==> src/rtl/bus_responder_pkg.sv <==
// Shared types for the byte-wide req/ack bus responder.
package bus_responder_pkg;

    typedef enum logic [2:0] {
        IDLE,
        ALO,
        ALO_W,
        AHI,
        AHI_W,
        DAT,
        DAT_W
    } state_t;

    localparam logic KIND_RD = 1'b0;
    localparam logic KIND_WR = 1'b1;

endpackage

==> src/rtl/bus_sync.sv <==
// Multi-bit flop-chain synchroniser, cleared to zero on reset.
module bus_sync #(
    parameter int STAGES = 2,
    parameter int WIDTH  = 3
) (
    input  logic             clk,
    input  logic             rst,
    input  logic [WIDTH-1:0] d,
    output logic [WIDTH-1:0] q
);

    logic [WIDTH-1:0] chain [STAGES];

    always_ff @(posedge clk or posedge rst) begin
        if (rst) begin
            for (int i = 0; i < STAGES; i++) chain[i] <= '0;
        end else begin
            chain[0] <= d;
            for (int i = 1; i < STAGES; i++) chain[i] <= chain[i-1];
        end
    end

    assign q = chain[STAGES-1];

endmodule

==> src/rtl/bus_responder.sv <==
// Target side of the 4-phase byte bus: addr lo, addr hi, data -> one backend access.
// States: IDLE, ALO/ALO_W (addr lo), AHI/AHI_W (addr hi, read prefetch), DAT/DAT_W (data).
module bus_responder
    import bus_responder_pkg::*;
#(
    parameter int SYNC_STAGES = 2
) (
    input  logic        clk,
    input  logic        rst,
    input  logic        req,
    input  logic        rd,
    input  logic        wr,
    input  logic [7:0]  bus_in,
    output logic [7:0]  bus_out,
    output logic        bus_oe,
    output logic        ack,
    output logic        mem_req,
    output logic        mem_we,
    output logic [15:0] mem_addr,
    output logic [7:0]  mem_wdata,
    input  logic [7:0]  mem_rdata,
    input  logic        mem_ack,
    output logic        err
);

    logic [2:0] sync_q;
    logic       sreq;
    logic       srd;
    logic       swr;
    state_t     state;
    logic       kind;
    logic       rd_valid;
    logic       armed;
    logic       abort;

    bus_sync #(
        .STAGES (SYNC_STAGES),
        .WIDTH  (3)
    ) u_sync (
        .clk (clk),
        .rst (rst),
        .d   ({req, rd, wr}),
        .q   (sync_q)
    );

    assign {sreq, srd, swr} = sync_q;

    // A transaction that began without any kind flag cannot signal an initiator reset.
    assign abort = !sreq && !srd && !swr && armed;

    always_ff @(posedge clk or posedge rst) begin
        if (rst) begin
            state     <= IDLE;
            ack       <= 1'b0;
            bus_oe    <= 1'b0;
            bus_out   <= 8'h00;
            mem_req   <= 1'b0;
            mem_we    <= 1'b0;
            mem_addr  <= 16'h0000;
            mem_wdata <= 8'h00;
            err       <= 1'b0;
            kind      <= KIND_RD;
            rd_valid  <= 1'b0;
            armed     <= 1'b0;
        end else begin
            if (mem_req && mem_ack && kind == KIND_RD && (state == AHI_W || state == DAT)) begin
                bus_out  <= mem_rdata;
                rd_valid <= 1'b1;
                mem_req  <= 1'b0;
            end
            case (state)
                IDLE: begin
                    if (sreq) state <= ALO;
                end
                ALO: begin
                    mem_addr[7:0] <= bus_in;
                    kind          <= swr ? KIND_WR : KIND_RD;
                    armed         <= srd | swr;
                    rd_valid      <= 1'b0;
                    if (srd == swr) err <= 1'b1;
                    ack           <= 1'b1;
                    state         <= ALO_W;
                end
                ALO_W: begin
                    if (!sreq) begin
                        ack   <= 1'b0;
                        state <= AHI;
                    end
                end
                AHI: begin
                    if (sreq) begin
                        mem_addr[15:8] <= bus_in;
                        ack            <= 1'b1;
                        if (kind == KIND_RD) begin
                            mem_req <= 1'b1;
                            mem_we  <= 1'b0;
                        end
                        state <= AHI_W;
                    end else if (abort) begin
                        ack     <= 1'b0;
                        bus_oe  <= 1'b0;
                        mem_req <= 1'b0;
                        state   <= IDLE;
                    end
                end
                AHI_W: begin
                    if (!sreq) begin
                        ack   <= 1'b0;
                        state <= DAT;
                    end
                end
                DAT: begin
                    if (abort) begin
                        ack      <= 1'b0;
                        bus_oe   <= 1'b0;
                        mem_req  <= 1'b0;
                        rd_valid <= 1'b0;
                        state    <= IDLE;
                    end else if (kind == KIND_WR) begin
                        if (mem_req) begin
                            if (mem_ack) begin
                                mem_req <= 1'b0;
                                ack     <= 1'b1;
                                state   <= DAT_W;
                            end
                        end else if (sreq) begin
                            mem_wdata <= bus_in;
                            mem_req   <= 1'b1;
                            mem_we    <= 1'b1;
                        end
                    end else if (sreq && (rd_valid || (mem_req && mem_ack))) begin
                        bus_oe <= 1'b1;
                        ack    <= 1'b1;
                        state  <= DAT_W;
                    end
                end
                DAT_W: begin
                    if (!sreq) begin
                        ack      <= 1'b0;
                        bus_oe   <= 1'b0;
                        rd_valid <= 1'b0;
                        state    <= IDLE;
                    end
                end
                default: state <= IDLE;
            endcase
        end
    end

endmodule
==> config.mk <==
export PLATFORM = sky130hd
export DESIGN_NAME = bus_responder
export DESIGN_NICKNAME = d
export VERILOG_FILES = /design/src/rtl/bus_responder_pkg.sv /design/src/rtl/bus_sync.sv /design/src/rtl/bus_responder.sv
export SDC_FILE = /design/constraint.sdc
export NUM_CORES = 1
export LEC_CHECK = 0
export ABC_CLOCK_PERIOD_IN_PS = 4610
export BUFFER_PORTS_ARGS = -buffer_cell sky130_fd_sc_hd__buf_4
export CELL_PAD_IN_SITES_DETAIL_PLACEMENT = 1
export CELL_PAD_IN_SITES_GLOBAL_PLACEMENT = 1
export CORE_ASPECT_RATIO = 1.2
export CORE_MARGIN = 2
export CORE_UTILIZATION = 43
export DETAILED_ROUTE_END_ITERATION = 16
export PLACE_DENSITY = 0.89
export SYNTH_ARGS = -nofsm -noshare
export SYNTH_HDL_FRONTEND = slang
export SYNTH_SLANG_ARGS = --single-unit
==> constraint.sdc <==
create_clock -name clk -period 4.61 [get_ports clk]
set_clock_uncertainty 0.05 [all_clocks]
set_input_delay 0.2305 -clock clk [delete_from_list [all_inputs] [get_ports clk]]
set_output_delay 0.2305 -clock clk [all_outputs]
set_load 0.005 [all_outputs]
==> impl_metrics.ini, run 1 <==
[placed_design]
place_ws_ns = 2.44
dp_cells = 281
gp_congestion = 0.780
dp_hpwl_mm = 3.43
io_buffers = 58

[status]
outcome = finished, final reports clean

[critical_path]
reg2reg_depth = 4
crit_path_start_kind = flip-flop
path_buf_inv = 0
timing.rr.end = mem_wdata[6]
arrival_ns = 2.32
worstPathCellList = and2b_1 > nand3_1 > nor2b_1 > mux2_1
reg2reg_slack_ns = 2.42
crit_slowest_cell = nor2b_1
endpoint_kind = flip-flop
critPathRequiredTime_ns = 4.75
cpPeakStageDelay_ns = 0.64
cp_max_fo = 15
crit_family = simple AND/OR/NAND/NOR gates
reg2reg_from = state[1]
critical_path_class = flip-flop to flip-flop

[grt]
grt_usage_pct = 20.9
grt_pass1_wl_mm = 8.14
use_met1_pct = 25.7
antenna_found_initial = 0
top_usage_layer = met2
grt_pass1_vias = 1643
grt-ovfl-total = 0
met3_usage_pct = 4.94
met2_usage_pct = 34.7
grt_max_degree = 50

[worst_hold_path]
hp-class = input port to flip-flop
holdPathStages = 3
worstHoldStart = bus_in[2]
holdPathEnd = mem_addr[2]

[synth]
synth_nets = 198
yosysSeqAreaShare_pct = 59.4
synth.avg_cell_area_sq_um = 11.8
yosys-top-cells-area = dfrtp_1 (59%), mux2_2 (8.7%), nand2_1 (5.3%)
synth_edf_count = 0
synthesis.area_sq_um = 2070
async_flop_share_pct = 100
synth.distinct_cells = 37
synth-seq-cells = 49
synth_cells = 175
synth_top_area_share_pct = 59.4
ys.flop_type = dfrtp_1
yosys_warnings = 0
yosysTopAreaCell = dfrtp_1

[cts]
cts_tree = yes
cts_resized = 0
post_cts_buffers = 0
cts_max_path_buffers = 2
cts_buffers = 5
clockRootBuffer = clkbuf_8
path_clk_slew_ns = 0.09
clock_sinks = 49
cts_max_level = 2
hold_buffers = 3
clk_latency_ns = 0.30

[floorplanning]
initial_core_util_pct = 45.0
fp.dieW_um = 67.3
die_area_sq_um = 5380
die_h_um = 79.9
num_rows = 27
num_io_pins = 59
coreArea_sq_um = 4590

[timing]
setup-violations-final = 0
timing.final.crit_share_pct = 47.5
hold_ws_ns = 0.0844
worst_slack_ns = 2.42
timing.final.hold_violations = 0
slew_headroom_pct = 32.8
setup_tns_ns = 0
rsz0062_at_grt = no
drv_slew = 0
worst_pin_slew_ns = 1.01
min_period_ns = 2.19
fmax_ghz = 0.457

[route]
vias = 1521
initialDrtViolationCount = 36
drcViolationCount = 0
via_per_inst = 5.21
post_drt_wl_per_cell_um = 16.8
dr.pass1.iters = 4
ant_nets = 0
routed_wl_mm = 4.90

[power]
p_leak_nw = 1.29
vdd_ir_drop_max_mv = 0.348
powerDensity_nw_per_um2 = 609

[layout]
antenna_cells = 0
final_layout_size_suffix_gt1_share_pct = 37.6
finalNetCount = 256
area_growth_pct = 27.3
instances_no_fill = 292
nFillCells = 522

[flow_run]
maxCapViolCount = 0
## per-stage QoR
stage	cell area [sq um]	total power [W]	utilization (%)
4_1_cts	2630	0.00162	57.2
5_1_grt	2630	0.00172	57.2
3_3_place_gp	2510	0.00131	54.6
6_report	2630	0.00160	57.2
2_1_floorplan	2070	0.00105	-
3_5_place_dp	2510	0.00136	54.6
## sequential cells by signal, indices dropped and copies added (netlist names), 3 cells and up
| register | flops |
|---|---|
| mem_addr | 16 |
| bus_out | 8 |
| mem_wdata | 8 |
| state | 3 |
| u_sync.chain | 3 |
| u_sync.q | 3 |
## per-layer routing
metal  vias up  part of all wire (%)  wire (um)
li1        708                     -          -
met1       765                    41       2000
met2        39                    53       2580
met3         9                   4.7        231
met4         0                   1.9         91
met5         -                     0          0
## synthesized netlist by cell type (2+ instances only)
cell / instances
buf_2: 6
buf_4: 3
nor2_1: 11
nand2_1: 29
o21ai_0: 2
nor3_1: 3
inv_1: 5
o22ai_1: 4
mux2_1: 8
nand2b_1: 3
a21oi_1: 6
a31oi_1: 4
mux2_2: 16
nand3_1: 2
nor2b_1: 3
dfrtp_1: 49
## tightest hold or removal path: stages
cell	delay [ns]
buf_4	0.09
nand2_1	0.04
nand2_1	0.05
## report_power, final
part	total [W]	switching (W)	internal, W	leakage (nW)
Clock	0.000255	0.000147	0.000108	0.0445
Sequential	0.000747	0.000151	0.000596	0.604
Combinational	0.000599	0.000251	0.000349	0.641
Total	0.00160	0.000549	0.00105	1.29
## worst max path at each step
stage / startpoint / cells after the start / slack, ns / end
5_1_grt: state[1] / 4 / 2.30 / mem_wdata[6]
3_3_place_gp: state[1] / 4 / 2.50 / mem_wdata[3]
4_1_cts: state[1] / 4 / 2.41 / mem_wdata[3]
2_1_floorplan: state[1] / 5 / 3.14 / mem_wdata[0]
3_5_place_dp: state[1] / 4 / 2.44 / mem_wdata[6]
6_report: state[1] / 4 / 2.42 / mem_wdata[6]
## cell usage in the layout (no fill, tap or decap), types with 2 or more instances in the layout
cell type / Yosys / layout
nand2_1: 29 / 29
o22ai_1: 4 / 4
a31oi_1: 4 / 4
nor3_1: 3 / 3
nand3_1: 2 / 2
dfrtp_1: 49 / 49
mux2_2: 16 / 16
dlygate4sd3_1: 0 / 3
inv_1: 5 / 4
mux2_1: 8 / 8
buf_4: 3 / 58
nand2b_1: 3 / 3
nor2_1: 11 / 11
nor2b_1: 3 / 3
o21ai_0: 2 / 2
clkbuf_8: 0 / 5
a21oi_1: 6 / 6
## kinds of logic (layout without fill, tap and decap cells)
logic type,after synthesis,in the layout,synth area share [%]
AO/OA/AOI/OAI,24,24,7.51
flip-flops,49,49,59.4
buffers and inverters,15,74,4.00
AND/OR/NAND/NOR,59,59,14.1
multiplexers,25,25,13.6
XOR/XNOR,2,2,0.848
adder cells (fa/ha/maj),1,1,0.606
## layout make-up
cell class	count	area [sq um]	share of cell area, %
Sequential cell	49	1230	46.6
Multi-Input combinational cell	111	757	28.8
Timing Repair Buffer	61	465	17.7
Tap cell	58	72.6	2.76
Clock buffer	5	68.8	2.62
Clock inverter	3	21.3	0.809
Inverter	5	18.8	0.714
No activity file was read; power rests on OpenSTA's default activity.
==> inputs of run 2 (changes only) <==
--- a/config.mk
+++ b/config.mk
@@ -5,15 +5,15 @@
 export SDC_FILE = /design/constraint.sdc
 export NUM_CORES = 1
 export LEC_CHECK = 0
-export ABC_CLOCK_PERIOD_IN_PS = 4610
+export ABC_CLOCK_PERIOD_IN_PS = 2300
 export BUFFER_PORTS_ARGS = -buffer_cell sky130_fd_sc_hd__buf_4
 export CELL_PAD_IN_SITES_DETAIL_PLACEMENT = 1
 export CELL_PAD_IN_SITES_GLOBAL_PLACEMENT = 1
 export CORE_ASPECT_RATIO = 1.2
 export CORE_MARGIN = 2
-export CORE_UTILIZATION = 43
+export CORE_UTILIZATION = 40
 export DETAILED_ROUTE_END_ITERATION = 16
-export PLACE_DENSITY = 0.89
+export PLACE_DENSITY = 0.84
 export SYNTH_ARGS = -nofsm -noshare
 export SYNTH_HDL_FRONTEND = slang
 export SYNTH_SLANG_ARGS = --single-unit
==> constraint.sdc (replaced) <==
create_clock -name clk -period 2.3 [get_ports clk]
set_clock_uncertainty 0.05 [all_clocks]
set_input_delay 0.115 -clock clk [delete_from_list [all_inputs] [get_ports clk]]
set_output_delay 0.115 -clock clk [all_outputs]
set_load 0.005 [all_outputs]
==> impl_metrics.ini, run 2 (same netlist as run 1, synthesis figures left out) <==
[timing]
drv_slew = 0
slew_headroom_pct = 58.4
timing.final.crit_share_pct = 83.8
min_period_ns = 1.93
fmax_ghz = 0.519
worst_pin_slew_ns = 0.624
setup-violations-final = 0
timing.final.hold_violations = 1
hold_ws_ns = -0.0000902
rsz0062_at_grt = no
setup_tns_ns = 0

[critical_path]
endpoint_kind = flip-flop
crit_path_start_kind = flip-flop
arrival_ns = 2.07
critical_path_class = flip-flop to flip-flop
cp_max_fo = 15
cpPeakStageDelay_ns = 0.64
critPathRequiredTime_ns = 2.44
path_buf_inv = 1
crit_slowest_cell = dfrtp_1
crit_family = flip-flops
worstPathCellList = and2b_1 > nand3_1 > nor2b_1 > buf_4 > mux2_1

[power]
power_frac_comb_pct = 38.2
p_leak_nw = 1.38
p_int_w = 0.00217
powerDensity_nw_per_um2 = 1170
p_switching_w = 0.00113
switching_share_pct = 34.2
vdd_ir_drop_max_mv = 0.608
clkPwrFrac_pct = 16.0
seqPwrFrac_pct = 45.7

[status]
outcome = complete, but fails checks
violations = hold timing

[floorplanning]
die_area_sq_um = 5760
coreArea_sq_um = 4940
initial_core_util_pct = 41.8
fp.dieW_um = 69.6
num_io_pins = 59
num_rows = 28
die_h_um = 82.7

[layout]
area_growth_pct = 36.5
nFillCells = 533
finalNetCount = 276
final_layout_size_suffix_gt1_share_pct = 36.4
top_register = mem_addr
largest_reg_flops = 16
antenna_cells = 0
final_cell_mix = buf_4 (63), dfrtp_1 (49), nand2_1 (29)
design_area_sq_um = 2820
final_common_cell = buf_4
reg_top3 = mem_addr: 16 flops, bus_out: 8 flops, mem_wdata: 8 flops

[cts]
cts_max_path_buffers = 2
clock_sinks = 49
cts_buffers = 5
cts_max_level = 2
clockRootBuffer = clkbuf_8
cts_resized = 0
cts_tree = yes
path_clk_slew_ns = 0.09
clk_latency_ns = 0.30

[worst_hold_path]
hp-class = input port to flip-flop

[grt]
grt_pass1_wl_mm = 8.97
grt_usage_pct = 20.3
antenna_found_initial = 0
grt_max_degree = 50
grt_pass1_vias = 1845
grt-ovfl-total = 0

[route]
ant_nets = 0
post_drt_wl_per_cell_um = 17.7
via_per_inst = 5.22
initialDrtViolationCount = 81
vias = 1634
drcViolationCount = 0
dr.pass1.iters = 4
routed_wl_mm = 5.54

[placed_design]
io_buffers = 58
dp_hpwl_mm = 3.53
gp_congestion = 0.759
place_area_sq_um = 2550

[flow_run]
maxCapViolCount = 0
[run 2: cell types whose count changed in the layout (fill, tap and decap cells not counted)]
cell           delta
inv_6             -1
buf_4             +5
clkbuf_8          +1
clkinv_2          -1
dlygate4sd3_1    +15
[run 2: path summary, 6_finish.rpt]
path	start	end	slack, ns	cells past startpoint
min in group asynchronous	rst	u_sync.chain[3]	0.47	4
worst max register to register	state[0]	mem_wdata[1]	0.37	5
worst max-delay path	state[0]	mem_wdata[1]	0.37	5
worst min register to register	u_sync.chain[3]	u_sync.q[0]	0.32	0
worst min-delay path	mem_rdata[1]	bus_out[1]	-0.00009	2
max in group asynchronous	rst	mem_addr[1]	1.30	4
[run 2: power groups by stage]
stage	Combinational, W	Clock (W)	Sequential [W]
finish	0.00126	0.000528	0.00150
floorplan	0.000692	0	0.00141
global placement	0.00117	0	0.00149
global route	0.00139	0.000554	0.00156
detailed placement	0.00122	0	0.00152
CTS	0.00126	0.000532	0.00150
[run 2: cell type report]
type / instances / area [sq um] / area share, %
clock buffer: 6 / 82.6 / 2.93
inverter: 5 / 18.8 / 0.665
multi-input combinational: 111 / 757 / 26.8
timing repair buffer: 81 / 653 / 23.2
clock inverter: 1 / 7.51 / 0.266
tap: 60 / 75.1 / 2.66
sequential: 49 / 1230 / 43.5
[run 2: worst reg2reg max path: cells and delay by family, from the launching register on]
| family | cells | cell delay [ns] |
|---|---|---|
| DFF | 1 | 0.64 |
| and+or+nand+nor | 3 | 0.58 |
| muxes | 1 | 0.34 |
| buffers and inverters | 1 | 0.21 |
[run 2: through the flow]
step           util [%]  hold WS [ns]  std cells  total power (W)  worst slack (ns)
2_1_floorplan         -        0.0964        175          0.00210             0.830
3_3_place_gp       51.6         0.176        288          0.00266             0.553
3_5_place_dp       51.6         0.176        288          0.00274             0.468
4_1_cts            56.9     0.0000369        312          0.00330             0.365
5_1_grt            57.1       0.00130        313          0.00351             0.195
6_report           57.1    -0.0000902        313          0.00329             0.373
[run 2: layer usage]
| layer | vias to the layer above | share of wire (%) | global-route usage, % |
|---|---|---|---|
| li1 | 751 | - | - |
| met1 | 835 | 38 | 21.3 |
| met2 | 39 | 56 | 40.2 |
| met3 | 9 | 4.1 | 3.52 |
| met4 | 0 | 1.6 | 9.02 |
| met5 | - | 0 | 0 |
[run 2: what timing repair did]
action / in CTS / in global routing
setup buffers: 0 / 0
setup endpoints to repair: 0 / 0
hold endpoints to repair: 70 / 1
hold buffers: 17 / 1
